**src/rtl/bcd_clock.sv**
```systemverilog
// bcd_clock: HH:MM (24-hour) packed-BCD "plus one minute" incrementer.
// The controller presents the current time on the input digits and raises
// add_one; on the first clock edge that sees add_one high after it was low,
// the input time plus one minute is registered onto the out_* digits.
// The result depends only on the inputs sampled at that edge, never on the
// previously registered output.
module bcd_clock (
    input  logic       clk,
    input  logic       reset,
    input  logic       add_one,
    input  logic [3:0] ms_hour,
    input  logic [3:0] ls_hour,
    input  logic [3:0] ms_min,
    input  logic [3:0] ls_min,
    output logic [3:0] out_ms_hour,
    output logic [3:0] out_ls_hour,
    output logic [3:0] out_ms_min,
    output logic [3:0] out_ls_min,
    output logic       day_wrap
);

    logic       r_add_prev;
    logic       w_fire;
    logic [3:0] w_ms_hour;
    logic [3:0] w_ls_hour;
    logic [3:0] w_ms_min;
    logic [3:0] w_ls_min;
    logic       w_wrap;

    // A request fires only on the low-to-high transition of add_one.
    assign w_fire = add_one & ~r_add_prev;

    // Ripple-carry increment of the input time. The ">=" tests fold
    // out-of-range digits into a carry so no digit ever wraps through 15->0.
    always_comb begin
        w_ms_hour = ms_hour;
        w_ls_hour = ls_hour;
        w_ms_min  = ms_min;
        w_ls_min  = ls_min;
        w_wrap    = 1'b0;
        if (ls_min >= 4'd9) begin
            w_ls_min = 4'd0;
            if (ms_min >= 4'd5) begin
                w_ms_min = 4'd0;
                if ((ms_hour > 4'd2) || ((ms_hour == 4'd2) && (ls_hour >= 4'd3))) begin
                    w_ms_hour = 4'd0;
                    w_ls_hour = 4'd0;
                    w_wrap    = 1'b1;
                end else if (ls_hour >= 4'd9) begin
                    w_ls_hour = 4'd0;
                    w_ms_hour = ms_hour + 4'd1;
                end else begin
                    w_ls_hour = ls_hour + 4'd1;
                end
            end else begin
                w_ms_min = ms_min + 4'd1;
            end
        end else begin
            w_ls_min = ls_min + 4'd1;
        end
    end

    // Edge-detect history, result capture on a firing edge, one-cycle wrap pulse.
    always_ff @(posedge clk or posedge reset) begin
        if (reset) begin
            r_add_prev  <= 1'b0;
            out_ms_hour <= 4'd0;
            out_ls_hour <= 4'd0;
            out_ms_min  <= 4'd0;
            out_ls_min  <= 4'd0;
            day_wrap    <= 1'b0;
        end else begin
            r_add_prev <= add_one;
            if (w_fire) begin
                out_ms_hour <= w_ms_hour;
                out_ls_hour <= w_ls_hour;
                out_ms_min  <= w_ms_min;
                out_ls_min  <= w_ls_min;
                day_wrap    <= w_wrap;
            end else begin
                day_wrap    <= 1'b0;
            end
        end
    end

endmodule

```
**config.mk**
```make
export PLATFORM = sky130hd
export DESIGN_NAME = bcd_clock
export DESIGN_NICKNAME = d
export VERILOG_FILES = /design/src/rtl/bcd_clock.sv
export SDC_FILE = /design/constraint.sdc
export NUM_CORES = 1
export LEC_CHECK = 0
export ABC_AREA = 1
export CAP_MARGIN = 20
export CORE_ASPECT_RATIO = 1.5
export CORE_UTILIZATION = 46
export DETAILED_ROUTE_END_ITERATION = 16
export PLACE_DENSITY = 0.78
export SYNTH_ARGS = -nofsm -noshare
export SYNTH_HDL_FRONTEND = slang
export SYNTH_SLANG_ARGS = --single-unit
```
**constraint.sdc**
```tcl
create_clock -name clk -period 1.6 [get_ports clk]
set_input_delay 0.4 -clock clk [delete_from_list [all_inputs] [get_ports clk]]
set_output_delay 0.4 -clock clk [all_outputs]
set_load 0.02 [all_outputs]
```
==> summary.txt <==
Status
  • Status: complete, no violations

Clocking
  • Clk buf depth: 2
  • CTS sink cnt: 18
  • Hold Buf Count CTS: 0
  • Root buf cell: clkbuf_4
  • TritonCTS Buffers: 3
  • Worst-path clk slew: 110 ps
  • Clock Latency Late Sink: 300 ps
  • CTS tree: yes
  • H-tree depth reported by CTS: 1

STA
  • Slew HR: 0.840
  • Final Hold Viols: 0
  • Setup TNS: 0 ps
  • Final Critical Period: 1560 ps
  • Worst-Margin Slew: 239 ps
  • Final setup viols: 0
  • Fmax: 0.640 GHz
  • Final slew viol count: 0
  • Worst Skew: 2.94 ps
  • Fin crit share: 0.977

Critical path
  • Worst Path Required: 1810 ps
  • CP Launch Type: primary input
  • Worst-case reg-to-reg path depth: 4
  • CP Max Fanout: 8
  • Kind of end point of the critical path: flip-flop
  • Critical path class: in -> reg
  • Critical Path AT: 1770 ps

Synth
  • Post-synthesis sequential area ratio: 0.391
  • Cells after Synth: 149
  • Synth Cell Area: 1150 um^2
  • Mean Syn Cell Area: 7.73 um^2
  • Ys Warns: 0
  • Synth Register Bits: 18
  • Post-synth cell types: 20
  • Syn_nets: 179

Drt
  • DR pass1 iterations: 4
  • Via count: 1,215
  • Vias per std cell: 5.13
  • ANT nets after route: 0
  • Final WL: 3180 um
  • First-iteration detailed-routing DRC count: 89
  • Drc violations: 0
  • WL/cell: 13.4 um

Cells and area
  • Fillers: 156
  • Antenna fix cells: 0
  • Layout cell share with drive strength beyond 1: 0.276
  • Layout Utilization: 0.807
  • Nets: 245
  • Synth-to-layout area growth: 60.3%
  • Non-filler cells, final: 237

GRT
  • Vias in the first global route: 1,211
  • Largest net degree at the start of global routing: 19
  • Initial antenna violation count: 0
  • First-pass GRT wire length: 5110 um
  • Total gr overflow: 0
  • GRT busiest layer: met2
  • Tot GR Track Use: 0.245
  • Met1 Use GR: 0.255
  • Met2 Resource Use GR: 0.475
  • Met3 Usage GRT: 0.0258

Pwr
  • Tot Pwr: 1.30 mW
  • Total power per unit cell area: 703 nW/um^2
  • Peak VDD IR: 0.546 mV
  • Lkg Pwr: 0.990 nW

Die
  • Number of core rows: 21
  • DIE HEIGHT: 63.3 um
  • Initial Utilization: 0.504
  • Die X: 42.8 um
  • # IOs: 36
  • Die Area: 2710 um^2
  • CORE AREA: 2290 um^2

Place
  • Dpl cells: 230
  • DPL Wire Length: 2220 um
  • Final GP Congestion: 0.914
  • Buffers on Ports: 35

Job
  • MaxCap Viol Count: 0

Hold path
  • Worst hold path class: in -> async
==> synth_stat cells <==
master    instances  area [um^2]
nor3_1            2         10.0
xnor2_1           1         8.76
nor2_1            9         33.8
inv_1            18         67.6
nand2_1          47          176
a21oi_4           2         32.5
o211ai_1          1         7.51
nand4_1           2         12.5
o21a_1            1         7.51
nand2_4           1         11.3
buf_2             2         10.0
inv_2             1         3.75
xor2_1            2         17.5
dfrtp_1          18          450
nor2_2            4         25.0
a21oi_1           4         20.0
nand3_1          13         65.1
ha_1             11          138
o21ai_0           9         45.0
a21oi_2           1         8.76
==> stage by stage <==
step	area [um^2]	hold slack [ps]	worst slack, ps
4_1_cts	1760	399	1.13
6_report	1850	392	37.5
3_3_place_gp	1710	466	-388
3_5_place_dp	1710	474	-437
2_1_floorplan	1150	339	214
5_1_grt	1850	427	-17.1
==> worst paths after layout <==
path	slack, ps	start	endpoint
worst max-delay path	40	ls_min[3]	out_ls_hour[2]
worst min-delay path	390	reset	out_ms_hour[2]
worst max register to register	490	r_add_prev	out_ms_min[3]
worst min register to register	490	out_ms_hour[1]	out_ms_hour[1]
max in group asynchronous	1010	reset	out_ms_min[2]
min in group clk	490	out_ms_hour[1]	out_ms_hour[1]
==> power by group <==
group	switching, mW	internal [mW]
Combinational	0.258	0.205
Clock	0.157	0.139
Sequential	0.0278	0.510
Total	0.444	0.855
==> placed cells by master (no fill, tap or decap), drive strengths merged <==
master,n
o21ai,9
nand4,2
ha,11
a21oi,7
nor3,2
xor2,2
o21a,1
nand2,48
nor2,13
dfrtp,18
clkbuf,4
xnor2,1
clkdlybuf4s50,10
o211ai,1
dlygate4sd2,21
buf,28
nand3,13
inv,19
dlymetal6s2s,4
==> metal layers <==
metal  wire length (um)  part of all wire  up-vias
met5                  0                 0        -
met4                 97             0.031        0
met3                125             0.039       11
met2               1740              0.55       37
met1               1210              0.38      563
li1                   -                 -      604
==> registers in the layout, indices dropped and copies added, names as in the netlist <==
name,flops
day_wrap,1
out_ls_hour,4
out_ls_min,4
out_ms_hour,4
out_ms_min,4
r_add_prev,1
==> cell type report <==
class | instances | area (um^2) | share of cell area
clock buffers | 4 | 36.3 | 0.0197
inverters | 19 | 71.3 | 0.0386
multi-input cells | 110 | 714 | 0.387
flip-flops and latches | 18 | 450 | 0.244
well taps | 23 | 28.8 | 0.0156
repair buffers | 63 | 544 | 0.295
==> cells by family (layout without fill, tap and decap cells) <==
logic type | count (synthesis) | count (layout) | share of synthesized area
buffers and inverters | 21 | 86 | 0.0706
and+or+nand+nor | 78 | 78 | 0.290
AOI/OAI and AO/OA | 18 | 18 | 0.105
DFF | 18 | 18 | 0.391
adders and majority gates | 11 | 11 | 0.120
xor gates and xnor gates | 3 | 3 | 0.0228
==> what timing repair did <==
action,4_1_cts,5_1_grt
endpoints found under the setup margin,28,10
buffers inserted,2,1
gates resized for setup,31,21
pin swaps,7,6
==> critical path, stage by stage <==
cell and delay, ps:
clkdlybuf4s50_1 560, inv_1 90, a21oi_4 150, nand2_4 130, buf_4 160, nand3_1 90, nand2_1 80, inv_1 60
nand2_1 40
No activity file was read; power rests on OpenSTA's default activity.
